$ cat src/rtl/xray_pix_pkg.sv
// Shared definitions for the X-ray pixel stream source.
//   PIX_W            greyscale pixel width
//   IMG_WIDTH_DEF    default pixels per line
//   IMG_HEIGHT_DEF   default lines per frame
//   FRAME_PIX_DEF    default pixels per frame
//   stream_state_t   streamer FSM states
//   pix_beat_t       one stream beat: pixel plus its frame markers
package xray_pix_pkg;

  localparam int PIX_W          = 8;
  localparam int IMG_WIDTH_DEF  = 382;
  localparam int IMG_HEIGHT_DEF = 256;
  localparam int FRAME_PIX_DEF  = IMG_WIDTH_DEF * IMG_HEIGHT_DEF;

  typedef enum logic [1:0] {
    ST_IDLE  = 2'd0,
    ST_RUN   = 2'd1,
    ST_DRAIN = 2'd2,
    ST_DONE  = 2'd3
  } stream_state_t;

  typedef struct packed {
    logic [PIX_W-1:0] data;
    logic             sof;
    logic             eol;
    logic             eof;
  } pix_beat_t;

endpackage

$ cat src/rtl/pix_skid_buf.sv
// Two-entry fall-through buffer of stream beats.
//   clk, rst_n   clock, asynchronous active-low reset
//   flush        synchronous clear of all stored beats (incoming push is dropped)
//   push         push_beat is written this cycle (RAM data returning)
//   push_beat    beat to store
//   out_valid    a beat is presented on out_beat
//   out_ready    consumer accepts out_beat this cycle
//   out_beat     head beat; the pushed beat passes straight through when empty
//   occupancy    number of stored beats (0..2), excluding a pass-through beat
// Handshake: a beat transfers on a cycle where out_valid and out_ready are
// both high; while out_valid is high and out_ready low the head beat is held
// unchanged. The producer must never push when two beats are stored and no
// pop occurs; the streamer's read-issue rule guarantees this.
module pix_skid_buf
  import xray_pix_pkg::*;
(
  input  logic       clk,
  input  logic       rst_n,
  input  logic       flush,
  input  logic       push,
  input  pix_beat_t  push_beat,
  output logic       out_valid,
  input  logic       out_ready,
  output pix_beat_t  out_beat,
  output logic [1:0] occupancy
);

  pix_beat_t  entry0;
  pix_beat_t  entry1;
  logic [1:0] count;
  logic       pop;

  always_comb begin
    out_valid = (count != 2'd0) || push;
    if (count != 2'd0) begin
      out_beat = entry0;
    end else if (push) begin
      out_beat = push_beat;
    end else begin
      out_beat = '0;
    end
  end

  assign pop       = out_valid & out_ready;
  assign occupancy = count;

  always_ff @(posedge clk or negedge rst_n) begin
    if (!rst_n) begin
      count  <= 2'd0;
      entry0 <= '0;
      entry1 <= '0;
    end else if (flush) begin
      count <= 2'd0;
    end else begin
      case ({push, pop})
        2'b10: begin
          if (count == 2'd0) begin
            entry0 <= push_beat;
            count  <= 2'd1;
          end else if (count == 2'd1) begin
            entry1 <= push_beat;
            count  <= 2'd2;
          end
        end
        2'b01: begin
          entry0 <= entry1;
          count  <= count - 2'd1;
        end
        2'b11: begin
          // Empty + push + pop is a pass-through: nothing is stored.
          if (count == 2'd1) begin
            entry0 <= push_beat;
          end else if (count == 2'd2) begin
            entry0 <= entry1;
            entry1 <= push_beat;
          end
        end
        default: ;
      endcase
    end
  end

endmodule

$ cat src/rtl/xray_frame_streamer.sv
// Streams one frame of greyscale pixels from a synchronous image RAM
// (1-cycle read latency) in raster order with SOF/EOL/EOF markers.
//   clk, rst_n     clock, asynchronous active-low reset
//   start          1-cycle frame request, honoured only in IDLE
//   abort          synchronous abort back to IDLE, flushes buffered pixels
//   mem_rd_en      RAM read strobe
//   mem_addr       RAM read address (raster index)
//   mem_rdata      RAM data, valid the cycle after mem_rd_en
//   pix_data       stream pixel
//   pix_valid      stream valid
//   pix_ready      stream ready from the consumer
//   pix_sof/eol/eof frame, line and frame-end markers qualifying pix_data
//   busy           high from accepted start until the final beat completes
//   frame_sum      (XRAY_STREAM_CHECKSUM_EN) mod-2^16 sum of beat pixels
//   sum_valid      (XRAY_STREAM_CHECKSUM_EN) frame_sum is final
//   done           1-cycle pulse after the final beat
// Optional feature macro: XRAY_STREAM_CHECKSUM_EN.
// Handshake: a beat transfers when pix_valid and pix_ready are both high;
// while pix_valid is high and pix_ready low, pix_data and markers hold.
module xray_frame_streamer
  import xray_pix_pkg::*;
#(
  parameter int IMG_WIDTH  = IMG_WIDTH_DEF,
  parameter int IMG_HEIGHT = IMG_HEIGHT_DEF,
  parameter int ADDR_W     = 17
) (
  input  logic              clk,
  input  logic              rst_n,
  input  logic              start,
  input  logic              abort,
  output logic              mem_rd_en,
  output logic [ADDR_W-1:0] mem_addr,
  input  logic [PIX_W-1:0]  mem_rdata,
  output logic [PIX_W-1:0]  pix_data,
  output logic              pix_valid,
  input  logic              pix_ready,
  output logic              pix_sof,
  output logic              pix_eol,
  output logic              pix_eof,
  output logic              busy,
`ifdef XRAY_STREAM_CHECKSUM_EN
  output logic [15:0]       frame_sum,
  output logic              sum_valid,
`endif
  output logic              done
);

  localparam int COL_W = (IMG_WIDTH > 1) ? $clog2(IMG_WIDTH) : 1;
  localparam int ROW_W = (IMG_HEIGHT > 1) ? $clog2(IMG_HEIGHT) : 1;
  localparam logic [ADDR_W-1:0] LAST_ADDR = ADDR_W'(IMG_WIDTH * IMG_HEIGHT - 1);

  stream_state_t     state;
  logic [ADDR_W-1:0] addr;
  logic [COL_W-1:0]  col;
  logic [ROW_W-1:0]  row;
  logic              rd_pending;
  logic              pend_sof;
  logic              pend_eol;
  logic              pend_eof;
  logic [1:0]        occ;
  logic              pop;
  logic [2:0]        commit_cnt;
  logic              rd_en;
  logic              cur_sof;
  logic              cur_eol;
  logic              cur_eof;
  pix_beat_t         push_beat;
  pix_beat_t         out_beat;

  // Markers are decided when the read is issued and ride with the read
  // until the data comes back, so they always match their pixel.
  assign cur_sof = (col == '0) && (row == '0);
  assign cur_eol = (col == COL_W'(IMG_WIDTH - 1));
  assign cur_eof = cur_eol && (row == ROW_W'(IMG_HEIGHT - 1));

  assign push_beat = '{data: mem_rdata, sof: pend_sof, eol: pend_eol, eof: pend_eof};
  assign pop       = pix_valid & pix_ready;

  // Beats that will be held after this cycle: stored + returning - leaving.
  // A new read is allowed only if that leaves room for its data.
  assign commit_cnt = {1'b0, occ} + {2'b00, rd_pending} - {2'b00, pop};
  assign rd_en      = (state == ST_RUN) && !abort && (commit_cnt < 3'd2);

  assign mem_rd_en = rd_en;
  assign mem_addr  = addr;

  pix_skid_buf u_skid (
    .clk       (clk),
    .rst_n     (rst_n),
    .flush     (abort),
    .push      (rd_pending),
    .push_beat (push_beat),
    .out_valid (pix_valid),
    .out_ready (pix_ready),
    .out_beat  (out_beat),
    .occupancy (occ)
  );

  assign pix_data = out_beat.data;
  assign pix_sof  = out_beat.sof;
  assign pix_eol  = out_beat.eol;
  assign pix_eof  = out_beat.eof;

  always_ff @(posedge clk or negedge rst_n) begin
    if (!rst_n) begin
      state      <= ST_IDLE;
      addr       <= '0;
      col        <= '0;
      row        <= '0;
      rd_pending <= 1'b0;
      pend_sof   <= 1'b0;
      pend_eol   <= 1'b0;
      pend_eof   <= 1'b0;
      busy       <= 1'b0;
      done       <= 1'b0;
    end else begin
      done       <= 1'b0;
      rd_pending <= rd_en;
      if (rd_en) begin
        pend_sof <= cur_sof;
        pend_eol <= cur_eol;
        pend_eof <= cur_eof;
      end
      if (abort) begin
        state      <= ST_IDLE;
        busy       <= 1'b0;
        rd_pending <= 1'b0;
      end else begin
        case (state)
          ST_IDLE: begin
            if (start) begin
              state <= ST_RUN;
              busy  <= 1'b1;
              addr  <= '0;
              col   <= '0;
              row   <= '0;
            end
          end
          ST_RUN: begin
            if (rd_en) begin
              if (addr == LAST_ADDR) begin
                state <= ST_DRAIN;
              end else begin
                addr <= addr + 1'b1;
              end
              if (cur_eol) begin
                col <= '0;
                row <= row + 1'b1;
              end else begin
                col <= col + 1'b1;
              end
            end
          end
          ST_DRAIN: begin
            if (pop && pix_eof) begin
              state <= ST_DONE;
              busy  <= 1'b0;
              done  <= 1'b1;
            end
          end
          ST_DONE: begin
            state <= ST_IDLE;
          end
          default: state <= ST_IDLE;
        endcase
      end
    end
  end

`ifdef XRAY_STREAM_CHECKSUM_EN
  always_ff @(posedge clk or negedge rst_n) begin
    if (!rst_n) begin
      frame_sum <= 16'h0000;
      sum_valid <= 1'b0;
    end else if (abort) begin
      sum_valid <= 1'b0;
    end else if (state == ST_IDLE && start) begin
      frame_sum <= 16'h0000;
      sum_valid <= 1'b0;
    end else begin
      if (pop) begin
        frame_sum <= frame_sum + 16'(pix_data);
      end
      if (state == ST_DRAIN && pop && pix_eof) begin
        sum_valid <= 1'b1;
      end
    end
  end
`endif

endmodule
$ cat config.mk
export PLATFORM = sky130hd
export DESIGN_NAME = xray_frame_streamer
export DESIGN_NICKNAME = d
export VERILOG_FILES = /design/src/rtl/xray_pix_pkg.sv /design/src/rtl/pix_skid_buf.sv /design/src/rtl/xray_frame_streamer.sv
export SDC_FILE = /design/constraint.sdc
export NUM_CORES = 1
export LEC_CHECK = 0
export CORE_ASPECT_RATIO = 2
export CORE_UTILIZATION = 51
export DETAILED_ROUTE_END_ITERATION = 8
export PLACE_DENSITY = 0.74
export SYNTH_ARGS = -nofsm -noshare
export SYNTH_HDL_FRONTEND = slang
export SYNTH_SLANG_ARGS = --single-unit
$ cat constraint.sdc
create_clock -name clk -period 3 [get_ports clk]
set_clock_uncertainty 0.2 [all_clocks]
set_input_delay 0.3 -clock clk [delete_from_list [all_inputs] [get_ports clk]]
set_output_delay 0.3 -clock clk [all_outputs]
set_load 0.01 [all_outputs]
==> results of run 1 <==
## cell type report
cell class,count,area [um^2]
clock inverters,6,43.79
repair buffers,66,614.3
well taps,92,115.1
inverters,24,90.09
multi-input cells,314,2036
clock buffers,10,229.0
fillers,593,2486
flip-flops and latches,66,1653
## final timing paths
path / start / end / cells past startpoint
worst max-delay path: u_skid.occupancy[1]$_DFFE_PN0P_ / mem_rd_en / 9
worst min-delay path: u_skid.entry1[2]$_DFFE_PN0P_ / u_skid.entry1[2]$_DFFE_PN0P_ / 1
worst max register to register: u_skid.occupancy[1]$_DFFE_PN0P_ / col[8]$_DFFE_PN0P_ / 10
worst min register to register: u_skid.entry1[2]$_DFFE_PN0P_ / u_skid.entry1[2]$_DFFE_PN0P_ / 1
max in group asynchronous: rst_n / u_skid.occupancy[1]$_DFFE_PN0P_ / 3
min in group asynchronous: rst_n / u_skid.entry1[7]$_DFFE_PN0P_ / 2
## cell usage in the layout (no fill, tap or decap), drive strengths merged, types with 3 or more instances in the layout
cell type	instances
o31ai	7
nand3b	3
o21ai	45
or2	3
nor2b	6
mux2i	14
nand4	10
nor2	31
a22o	5
nand2	48
a21oi	26
inv	24
clkdlybuf4s50	42
nor4	4
nand4b	3
buf	22
a21o	3
nor3	4
mux2	12
clkbuf	10
nand3	19
dfrtp	66
and3	7
ha	12
nand2b	8
or4	4
and2	6
a31oi	11
clkinvlp	4
## cells by family (layout without fill, tap and decap cells)
| logic type | after synthesis | after routing | share of synthesized area |
|---|---|---|---|
| AO/OA/AOI/OAI | 112 | 112 | 0.1799 |
| XOR/XNOR | 3 | 3 | 0.006833 |
| adder cells (fa/ha/maj) | 13 | 13 | 0.04424 |
| buffers and inverters | 46 | 106 | 0.04912 |
| flip-flops | 66 | 66 | 0.4294 |
| multiplexers | 26 | 26 | 0.07157 |
| AND/OR/NAND/NOR | 160 | 160 | 0.2189 |
## sequential cells by signal, summed over array words and instances (netlist names)
name / flops
state: 2
row: 8
col: 9
u_skid.occupancy: 2
busy: 1
done: 1
pend_sof: 1
u_skid.entry1: 11
u_skid.entry0: 11
pend_eol: 1
rd_pending: 1
pend_eof: 1
mem_addr: 17
## layer usage
layer | up-vias | wire length [um]
li1 | 1629 | -
met1 | 1638 | 3735
met2 | 59 | 4858
met3 | 16 | 253
met4 | 0 | 182
met5 | - | 0
## metrics by stage
stage | area [um^2] | worst slack (ps)
4_1_cts | 4773 | 51.37
2_1_floorplan | 3857 | 24.86
3_3_place_gp | 4479 | -16.17
5_1_grt | 4781 | 16.78
6_report | 4781 | 121.4
3_5_place_dp | 4479 | -86.09
## where the power goes
group	total [uW]	switching (uW)	leakage, uW	internal [uW]
clock network	954	396	0.000121	558
registers	1270	168	0.000880	1100
logic	1700	917	0.00113	787
## timing repair
action	in CTS	in global routing
setup endpoints to repair	1	3
gates resized for setup	5	2
pin swaps	1	0
endpoints found under the hold margin	28	0
hold buffers	1	0
buffers inserted	0	0
## worst max-delay path, cell delays in order (launching register included)
cell           delay, ps
dfrtp_2              400
inv_2                 90
ha_4                 160
nand2b_4              60
and3_1               190
fa_2                 580
nand3b_4              80
nand2b_4             160
inv_1                 50
dlygate4sd2_1        270
==> impl_metrics.ini, run 1 <==
[setup_path]
cp.arrival_ps = 2380
reg2reg_slack_ps = 190
worst_setup_path_start_kind = flop
path_max_fanout = 4
cp.required_ps = 2500
endpoint_kind = primary output
path_class = reg -> out

[floorplan]
io-pin-count = 45
die_area_mm2 = 0.007914
std_cell_rows = 44
die_w_um = 63.41
die_h_um = 124.8
initial_core_util = 0.5293
core_area_mm2 = 0.007267

[global_route]
gr-total-overflow = 0
gr-usage-all-layers = 0.2465
grt_max_degree = 39
grt_pass1_vias = 3271
top_usage_layer = met2
grt_pass1_wl_um = 15150
grtUsageMet1 = 0.2712
grtUsageMet3 = 0.04670
use_met2 = 0.4437
grt_antenna_before_repair = 0

[power]
power_uw = 3929
power_leakage_uw = 0.002131
power_density_mw_per_mm2 = 821.7
peakVddDrop_uv = 432.2

[sta]
hold_viol = 0
setup_viol = 0
fmax_mhz = 347.4
worstMarginPinSlew_ps = 688.0
period_minus_slack_ps = 2879
drv_slew = 0
tns_ps = 0
slew-limit-headroom = 0.5413
whs_ps = 303.9
fin_crit_sh = 0.9595
grt_setup_unrepaired = false

[run_status]
status = complete, no violations

[clocking]
numCtsBuffers = 9
htree_levels = 3
clk_path_buf_depth = 2
path_clk_slew_ps = 50
cts_tree = built
clock-sinks = 66
cts-root-buf = clkbuf_16
clk_latency_ps = 330

[yosys]
synth_area_leaders = dfrtp_1 43%, o21ai_0 5.3%, nand2_1 4.7%
yosysMostFrequentCell = dfrtp_1
synth_top_area_share = 0.4294
synth_top_flop_cell = dfrtp_1
synth-edff-count = 0
postSynthRegisterBits = 66
yosys-top-cells-count = 66 x dfrtp_1, 48 x nand2_1, 41 x o21ai_0
syn_area_mm2 = 0.003846
yosysTopAreaCell = dfrtp_1
yosys_warnings = 0
seq_area_frac_synth = 0.4294
syn_inst = 426
synthArstFlopShare = 1.000
yosysUniqueCellTypes = 55
synth.avg_cell_area_um2 = 9.029
syn_nets = 452

[run]
maxCapViolCount = 0

[drt]
first_pass_iters = 4
drc = 0
ant_nets = 0
avgRoutedWirePerCell_um = 15.62
drt_iter0_drc = 199
dr_total_vias = 3342
via_per_inst = 5.782
drt_wl_total_um = 9030

[layout]
syn_to_final_growth_pct = 24.30
final_nets = 507
instances_no_fill = 578
drive_above_1_share = 0.1461
final_core_util = 0.6579
diodes = 0

[placed_design]
hpwl_um = 6419
gp_congestion = 0.8965
post-place-cells = 561
io_buffers = 44

[hold_path]
hp-class = reg -> reg
Power figures use the tool's default switching activity.
==> inputs of run 2 (changes only) <==
--- a/config.mk
+++ b/config.mk
@@ -9,6 +9,8 @@
 export CORE_UTILIZATION = 51
 export DETAILED_ROUTE_END_ITERATION = 8
 export PLACE_DENSITY = 0.74
+export SETUP_SLACK_MARGIN = 0.15
+export SLEW_MARGIN = 25
 export SYNTH_ARGS = -nofsm -noshare
 export SYNTH_HDL_FRONTEND = slang
 export SYNTH_SLANG_ARGS = --single-unit
==> impl_metrics.ini, run 2 (synthesis results as in run 1) <==
[global_route]
grt_max_degree = 26
grt_pass1_vias = 3464
grt_antenna_before_repair = 0
gr-usage-all-layers = 0.2601
gr-total-overflow = 0
grt_pass1_wl_um = 16150

[power]
peakVddDrop_uv = 489.8
power_leakage_uw = 0.002232
power_uw = 4172
power_density_mw_per_mm2 = 846.3

[floorplan]
initial_core_util = 0.5293
die_h_um = 124.8
die_area_mm2 = 0.007914
io-pin-count = 45
core_area_mm2 = 0.007267
std_cell_rows = 44
die_w_um = 63.41

[sta]
worstMarginPinSlew_ps = 762.9
tns_ps = 0
grt_setup_unrepaired = true
fmax_mhz = 356.9
setup_viol = 0
fin_crit_sh = 0.9340
whs_ps = 283.2
period_minus_slack_ps = 2802
hold_viol = 0
slew-limit-headroom = 0.4900
drv_slew = 0

[setup_path]
worst_setup_path_start_kind = flop
crit_buf_inv = 4
cp_common_cell = nand2b_4
cpMaxStageDelayCell = fa_2
reg2reg_depth = 10
critPathMaxStageDelay_ps = 530
path_class = reg -> out
cp.required_ps = 2500
endpoint_kind = primary output
reg2reg_slack_ps = 220
critical_path.top_delay_family = adder cells
cp.arrival_ps = 2300
path_max_fanout = 4
path_cells = inv_4, ha_4, nand2b_4, and3_4, fa_2, buf_4, nand3b_4, nand2b_4, inv_1, clkbuf_2
worstReg2RegEnd = pend_eof$_DFFE_PN0P_
r2r_start = u_skid.occupancy[1]$_DFFE_PN0P_

[clocking]
clock-sinks = 66
numCtsBuffers = 9
htree_levels = 3
path_clk_slew_ps = 50
cts-root-buf = clkbuf_16
clk_path_buf_depth = 2
clk_latency_ps = 330
cts_tree = built

[placed_design]
gp_congestion = 0.8907
io_buffers = 44
hpwl_um = 6745

[layout]
syn_to_final_growth_pct = 28.17
drive_above_1_share = 0.1822
final_cell_mix = 65 x dfrtp_1, 47 x nand2_1, 42 x clkdlybuf4s50_1
final_nets = 515
layout_commonest_cell = dfrtp_1
fillCellCount = 591
diodes = 0
largest_reg_flops = 17

[drt]
first_pass_iters = 4
drt_wl_total_um = 9491
dr_total_vias = 3441
drc = 0
ant_nets = 0
drt_iter0_drc = 166
via_per_inst = 5.872
avgRoutedWirePerCell_um = 16.20

[hold_path]
hp-class = in -> async

[run]
maxCapViolCount = 0

[run_status]
status = complete, no violations
-- run 2: how the worst max path moves through the flow --
stage                                               start  cells past startpoint  slack, ps              endpoint
after floorplan           u_skid.occupancy[1]$_DFFE_PN0P_                     10        150  pend_eof$_DFFE_PN0P_
after global placement                          pix_ready                      8         10             mem_rd_en
after detailed placement                        pix_ready                      9        -40    col[5]$_DFFE_PN0P_
after CTS                 u_skid.occupancy[1]$_DFFE_PN0P_                      9        110             mem_rd_en
after global routing      u_skid.occupancy[1]$_DFFE_PN0P_                     10        120             mem_rd_en
final                     u_skid.occupancy[1]$_DFFE_PN0P_                     10        200             mem_rd_en
-- run 2: report_power, final --
group | switching [uW] | internal, uW
clock | 399 | 607
combinational | 993 | 900
sequential | 170 | 1100
total | 1560 | 2610
-- run 2: layout make-up --
| type | instances | area (um^2) | area share |
|---|---|---|---|
| clock buffers | 11 | 252.7 | 0.05127 |
| clock inverters | 5 | 37.54 | 0.007614 |
| inverters | 24 | 92.59 | 0.01878 |
| multi-input cells | 314 | 2113 | 0.4287 |
| flip-flops and latches | 66 | 1653 | 0.3353 |
| well taps | 92 | 115.1 | 0.02335 |
| repair buffers | 74 | 665.6 | 0.1350 |
-- run 2: metal layers --
layer  vias to the layer above  global-route usage  part of all wire
met4                         0              0.1377             0.034
met1                      1648              0.2810              0.38
met2                       112              0.4656              0.55
li1                       1653                   -                 -
met5                         -                   0                 0
met3                        28             0.04579             0.038
-- run 2: stage by stage --
step	setup WS, ps	area (um^2)	cells	utilization
after global routing	117.7	4930	586	0.6784
after detailed placement	-37.79	4507	563	0.6202
after floorplan	154.8	3889	426	-
after global placement	14.68	4507	563	0.6202
final	198.1	4930	586	0.6784
after CTS	115.0	4831	581	0.6648
-- run 2: what timing repair did --
| action | in CTS | in global routing |
|---|---|---|
| setup endpoints to repair | 2 | 35 |
| endpoints found under the hold margin | 22 | 0 |
| pin swaps | 1 | 3 |
| hold buffers | 1 | 0 |
| resized for setup | 6 | 18 |
| setup buffers | 1 | 5 |
